[src/rtl/vga_bar_renderer.sv]
// VGA timing generator with a configurable stack of horizontal colour bars.
// Two pipeline stages (hit test, colour select) sit behind the counters, and
// every output is delayed through both so syncs and pixels stay aligned.
module vga_bar_renderer #(
  parameter int unsigned H_ACTIVE    = 640,
  parameter int unsigned H_FRONT     = 16,
  parameter int unsigned H_SYNC      = 96,
  parameter int unsigned H_BACK      = 48,
  parameter int unsigned V_ACTIVE    = 480,
  parameter int unsigned V_FRONT     = 10,
  parameter int unsigned V_SYNC      = 2,
  parameter int unsigned V_BACK      = 33,
  parameter logic        SYNC_POL    = 1'b0,
  parameter int unsigned NUM_BARS    = 3,
  parameter int unsigned BAR_HEIGHT  = 30,
  parameter int unsigned COLOUR_BITS = 3,
  parameter int unsigned POS_BITS    = 10
) (
  input  logic                                i_Clk,
  input  logic                                i_Rst_L,
  input  logic [NUM_BARS*POS_BITS-1:0]        i_Bar_YPos,
  input  logic [NUM_BARS*3*COLOUR_BITS-1:0]   i_Bar_Colour,
  input  logic [NUM_BARS-1:0]                 i_Bar_Enable,
  input  logic [3*COLOUR_BITS-1:0]            i_Bg_Colour,
  output logic                                o_HSync,
  output logic                                o_VSync,
  output logic [COLOUR_BITS-1:0]              o_Red,
  output logic [COLOUR_BITS-1:0]              o_Green,
  output logic [COLOUR_BITS-1:0]              o_Blue,
  output logic                                o_Active,
  output logic                                o_Frame_Start,
  output logic [POS_BITS-1:0]                 o_X,
  output logic [POS_BITS-1:0]                 o_Y
);

  localparam int unsigned ColW   = 3 * COLOUR_BITS;
  localparam int unsigned HTotal = H_ACTIVE + H_FRONT + H_SYNC + H_BACK;
  localparam int unsigned VTotal = V_ACTIVE + V_FRONT + V_SYNC + V_BACK;

  // Boundaries are one bit wider than the counters so a zero back porch cannot overflow.
  localparam logic [POS_BITS:0] HLast     = (POS_BITS+1)'(HTotal - 1);
  localparam logic [POS_BITS:0] VLast     = (POS_BITS+1)'(VTotal - 1);
  localparam logic [POS_BITS:0] HAct      = (POS_BITS+1)'(H_ACTIVE);
  localparam logic [POS_BITS:0] VAct      = (POS_BITS+1)'(V_ACTIVE);
  localparam logic [POS_BITS:0] HSyncBeg  = (POS_BITS+1)'(H_ACTIVE + H_FRONT);
  localparam logic [POS_BITS:0] HSyncEnd  = (POS_BITS+1)'(H_ACTIVE + H_FRONT + H_SYNC);
  localparam logic [POS_BITS:0] VSyncBeg  = (POS_BITS+1)'(V_ACTIVE + V_FRONT);
  localparam logic [POS_BITS:0] VSyncEnd  = (POS_BITS+1)'(V_ACTIVE + V_FRONT + V_SYNC);
  localparam logic [POS_BITS:0] BarH      = (POS_BITS+1)'(BAR_HEIGHT);

  logic [POS_BITS-1:0] h_q, h_d, v_q, v_d;
  logic [POS_BITS:0]   h_ext, v_ext, pos_ext;
  logic                h_wrap, frame_end;
  logic                hs0, vs0, act0, fs0;

  logic [NUM_BARS*POS_BITS-1:0] sh_pos_q;
  logic [NUM_BARS*ColW-1:0]     sh_col_q;
  logic [NUM_BARS-1:0]          sh_en_q;

  logic [NUM_BARS-1:0] hit_d, s1_hit_q;
  logic                s1_hs_q, s1_vs_q, s1_act_q, s1_fs_q;
  logic [POS_BITS-1:0] s1_x_q, s1_y_q;

  logic [ColW-1:0]     rgb_d, rgb_q;
  logic                s2_hs_q, s2_vs_q, s2_act_q, s2_fs_q;
  logic [POS_BITS-1:0] s2_x_q, s2_y_q;

  assign h_ext = {1'b0, h_q};
  assign v_ext = {1'b0, v_q};

  // Stage 0: next counter values and per-pixel timing decode.
  always_comb begin
    h_wrap    = (h_ext == HLast);
    frame_end = h_wrap && (v_ext == VLast);
    h_d       = h_wrap ? '0 : h_q + 1'b1;
    v_d       = v_q;
    if (h_wrap) begin
      v_d = (v_ext == VLast) ? '0 : v_q + 1'b1;
    end
    hs0  = (h_ext >= HSyncBeg) && (h_ext < HSyncEnd);
    vs0  = (v_ext >= VSyncBeg) && (v_ext < VSyncEnd);
    act0 = (h_ext < HAct) && (v_ext < VAct);
    fs0  = (h_q == '0) && (v_q == '0);
  end

  // Counter state.
  always_ff @(posedge i_Clk or negedge i_Rst_L) begin
    if (!i_Rst_L) begin
      h_q <= '0;
      v_q <= '0;
    end else begin
      h_q <= h_d;
      v_q <= v_d;
    end
  end

  // Bar settings are latched only on the last pixel of a frame, so a frame never tears.
  always_ff @(posedge i_Clk or negedge i_Rst_L) begin
    if (!i_Rst_L) begin
      sh_pos_q <= '0;
      sh_col_q <= '0;
      sh_en_q  <= '0;
    end else if (frame_end) begin
      sh_pos_q <= i_Bar_YPos;
      sh_col_q <= i_Bar_Colour;
      sh_en_q  <= i_Bar_Enable;
    end
  end

  // Stage 1 combinational: per-bar vertical hit test, widened so pos + height never wraps.
  always_comb begin
    hit_d   = '0;
    pos_ext = '0;
    for (int k = 0; k < NUM_BARS; k++) begin
      pos_ext  = {1'b0, sh_pos_q[k*POS_BITS +: POS_BITS]};
      hit_d[k] = sh_en_q[k] && (v_ext >= pos_ext) && (v_ext < pos_ext + BarH);
    end
  end

  // Stage 1 register.
  always_ff @(posedge i_Clk or negedge i_Rst_L) begin
    if (!i_Rst_L) begin
      s1_hit_q <= '0;
      s1_hs_q  <= 1'b0;
      s1_vs_q  <= 1'b0;
      s1_act_q <= 1'b0;
      s1_fs_q  <= 1'b0;
      s1_x_q   <= '0;
      s1_y_q   <= '0;
    end else begin
      s1_hit_q <= hit_d;
      s1_hs_q  <= hs0;
      s1_vs_q  <= vs0;
      s1_act_q <= act0;
      s1_fs_q  <= fs0;
      s1_x_q   <= h_q;
      s1_y_q   <= v_q;
    end
  end

  // Stage 2 combinational: black in blanking, else lowest-index hit bar, else background.
  always_comb begin
    rgb_d = '0;
    if (s1_act_q) begin
      rgb_d = i_Bg_Colour;
      for (int k = NUM_BARS - 1; k >= 0; k--) begin
        if (s1_hit_q[k]) begin
          rgb_d = sh_col_q[k*ColW +: ColW];
        end
      end
    end
  end

  // Stage 2 register feeding the pins.
  always_ff @(posedge i_Clk or negedge i_Rst_L) begin
    if (!i_Rst_L) begin
      rgb_q    <= '0;
      s2_hs_q  <= 1'b0;
      s2_vs_q  <= 1'b0;
      s2_act_q <= 1'b0;
      s2_fs_q  <= 1'b0;
      s2_x_q   <= '0;
      s2_y_q   <= '0;
    end else begin
      rgb_q    <= rgb_d;
      s2_hs_q  <= s1_hs_q;
      s2_vs_q  <= s1_vs_q;
      s2_act_q <= s1_act_q;
      s2_fs_q  <= s1_fs_q;
      s2_x_q   <= s1_x_q;
      s2_y_q   <= s1_y_q;
    end
  end

  // Sync flags hold "asserted"; polarity is applied at the pin so reset reads as deasserted.
  assign o_HSync       = s2_hs_q ? SYNC_POL : ~SYNC_POL;
  assign o_VSync       = s2_vs_q ? SYNC_POL : ~SYNC_POL;
  assign o_Red         = rgb_q[ColW-1 -: COLOUR_BITS];
  assign o_Green       = rgb_q[2*COLOUR_BITS-1 -: COLOUR_BITS];
  assign o_Blue        = rgb_q[COLOUR_BITS-1:0];
  assign o_Active      = s2_act_q;
  assign o_Frame_Start = s2_fs_q;
  assign o_X           = s2_x_q;
  assign o_Y           = s2_y_q;

endmodule

[config.mk]
export PLATFORM = sky130hd
export DESIGN_NAME = vga_bar_renderer
export DESIGN_NICKNAME = d
export VERILOG_FILES = /design/src/rtl/vga_bar_renderer.sv
export SDC_FILE = /design/constraint.sdc
export NUM_CORES = 1
export LEC_CHECK = 0
export ABC_AREA = 1
export BUFFER_PORTS_ARGS = -buffer_cell sky130_fd_sc_hd__buf_4
export CORE_MARGIN = 2
export CORE_UTILIZATION = 45
export DETAILED_ROUTE_END_ITERATION = 12
export PLACE_DENSITY = 0.76
export SYNTH_ARGS = -nofsm -noshare
export SYNTH_HDL_FRONTEND = slang
export SYNTH_SLANG_ARGS = --single-unit
[constraint.sdc]
create_clock -name i_Clk -period 4.1 [get_ports i_Clk]
set_input_delay 0.82 -clock i_Clk [delete_from_list [all_inputs] [get_ports i_Clk]]
set_output_delay 0.82 -clock i_Clk [all_outputs]
set_load 0.05 [all_outputs]
==> metrics.txt <==
Critical Path Source=v_q[0]; setup bufs post-CTS=0; Starting Density=0.456; Max rail drop VDD=0.000301 V; Chip Height=130 µm; Syn Nets=975; Synth Area in Compound Gates=0.0468; largest net degree at the start of global routing=117; share of layout cells above drive strength 1=0.150; unrepaired setup endpoints after global routing=no; DIE AREA=between 15000 and 20000 µm²; crit end category=register; largest area contributor in the netlist=dfrtp_1; PostCTS Resize Cnt=0; fin crit share=0.606; syn_area_per_cell=8.58 µm²; first-pass GRT wire length=26.2 mm; reg2reg setup slack=around 1.6 ns; CTS clk-pin slew, worst paths=0.06 ns; Worst Max-Slew Pin Slew=about 1.2 ns; Mapped Area=7200 µm²; final instance area=8740 µm²; CTS tree=built; Core Area=15800 µm²; Post-Synth Adder-Cell Area=0.113; vias in the first global route=5441; mux share of post-synthesis cell area=0.0125; H-tree depth=4; dominant cells by area after synthesis=dfrtp_1 49%, nand2_1 13%, ha_1 11%; PwrDens=341 nW/µm²; final setup violation count=0; drt total wl=15.9 mm; post-layout min period=2.48 ns; row count=46; share of the synthesized area in the top cell type=0.487; synthesized instance count=approximately 840; post-synthesis simple-gate area fraction=0.244; GRT Total Usage=0.201; final hold vios=0; Reg2Reg Launch Point=v_q[0]; Final nets=1075; main combinational cell family by area after synthesis=simple AND/OR/NAND/NOR gates; Post-Synth XOR/XNOR Area=0.0353; Buffers on Ports=103; YS warnings=0; global route overflow=0; total CTS buffers=17; post-detail-place hpwl=around 11 mm; Pre-Repair DR Iteration Count=5; Synth cell types=27; TNS Setup=0 ns; vias=5750; Final GP Congestion=0.872; Yosys reg bits=140; Area after DPL=just over 8000 µm²; routed len/inst=about 14 µm; fmax=403 MHz; Slew Limit Fails=0; # IOs=104; Slew headroom=0.223; Setup crit end=v_q[1]; CP Max Fanout=61; clk sinks=140; placed cells=1136; clk buf depth=2; antenna fix cells=0; Area growth, synth to finish=21.5%; r2r endpoint=v_q[1]; Post-CTS Hold Fix Bufs=0; outcome=finished clean; DR vias/cell=4.92; worst hold margin=0.341 ns; worst r2r path cells=8; Hold WC Path Type=reg -> reg; # DRC=0; WP data required=4.37 ns; clk_lat worst skew=roughly 0.43 ns; Die X=130 µm; Arr. time, crit path=around 2.8 ns; DR iter-0 viols=423; Startpoint Class=register; Root Driver=clkbuf_16; non-filler instance count after layout=1168; kind of critical path=reg -> reg; Leakage=approximately 4.8 nW; MaxCap Viol Count=0; ANT nets after route=0; clk_skew=0.00865 ns; initial antenna violation count=0; sequential fraction of the synthesis area=0.487
==> power breakdown <==
group	internal (mW)	total, mW	switching (mW)	leakage (nW)
combinational	0.0523	0.113	0.0607	2.97
clock	0.862	1.48	0.616	0.279
sequential	1.39	1.39	0.00183	1.56
total	2.30	2.98	0.679	4.81
==> layout make-up <==
| class | instances | area (µm²) |
|---|---|---|
| Inverter | 90 | 338 |
| Fill cell | 1428 | 7030 |
| Clock inverter | 13 | 130 |
| Sequential cell | 140 | 3500 |
| Multi-Input combinational cell | 584 | 3260 |
| Clock buffer | 19 | 443 |
| Tap cell | 216 | 270 |
| Timing Repair Buffer | 106 | 800 |
==> Yosys cell counts, drive strengths merged <==
master / count
ha: 65
mux2i: 9
nand2: 248
xnor2: 4
nand4: 5
nand3: 96
clkbuf: 21
inv: 90
o2111a: 1
xor2: 25
nand3b: 3
a21o: 6
o21ai: 26
nor4: 1
nor2: 53
a21oi: 27
a21boi: 2
nor3: 9
buf: 4
or2: 1
and3: 3
dfrtp: 140
==> per-layer routing <==
layer | track usage | up-vias | share of wire
met5 | 0 | - | 0
met1 | 0.270 | 2698 | 0.46
met2 | 0.319 | 136 | 0.48
met3 | 0.0505 | 22 | 0.044
met4 | 0.0713 | 0 | 0.015
li1 | - | 2894 | -
==> flip-flops by register name, indices dropped and copies added (netlist names), 3 cells and up <==
register and count:
s1_x_q 10, o_Y 10, s1_y_q 10, sh_pos_q 30
h_q 10, v_q 10, rgb_q 9, sh_en_q 3
o_X 10, s1_hit_q 3, sh_col_q 27
==> cell families after synthesis <==
family,Yosys count
and+or+nand+nor,419
muxes,9
AOI/OAI and AO/OA,62
xor gates and xnor gates,29
adders and majority gates,65
buffers and inverters,115
DFF,140
==> cells in the final DEF, fill, tap and decap left out, types with 2 or more instances in the layout <==
cell type	instances
clkbuf_16	17
and3_1	3
xnor2_1	4
nand3_1	95
buf_4	105
inv_6	5
ha_1	65
clkinv_4	5
nor2_1	52
nand3b_1	3
inv_1	89
dfrtp_1	140
a21boi_0	2
xor2_1	25
nor3_1	8
nand2_1	247
nand4_1	5
mux2i_1	9
a21oi_1	27
o21ai_0	26
a21o_1	6
==> through the flow <==
step                 util  setup WS, ns  power, mW
global placement    0.518          1.68       1.53
detailed placement  0.518          1.63       1.53
CTS                 0.555          1.62       3.00
global route        0.555          1.37       3.08
finish              0.555          1.62       2.98
floorplan               -          2.15       1.44
==> critical path, stage by stage, from the launching register on <==
cell and delay, ns:
dfrtp_1 0.45, inv_1 0.33, ha_1 0.21, nand4_1 0.16, nor2_4 0.14, buf_4 0.53, inv_1 0.27, nand3_1 0.14
o21ai_0 0.10
==> how the worst min path moves through the flow <==
| stage | startpoint | endpoint | slack [ns] | cells after the start |
|---|---|---|---|---|
| 6_report | s1_y_q[8] | o_Y[8] | 0.34 | 0 |
| 5_1_grt | s1_y_q[8] | o_Y[8] | 0.34 | 0 |
| 4_1_cts | s1_y_q[8] | o_Y[8] | 0.34 | 0 |
| 3_5_place_dp | s1_x_q[3] | o_X[3] | 0.33 | 0 |
| 3_3_place_gp | s1_x_q[8] | o_X[8] | 0.33 | 0 |
| 2_1_floorplan | s1_fs_q | o_Frame_Start | 0.33 | 0 |
Power figures use the tool's default switching activity.
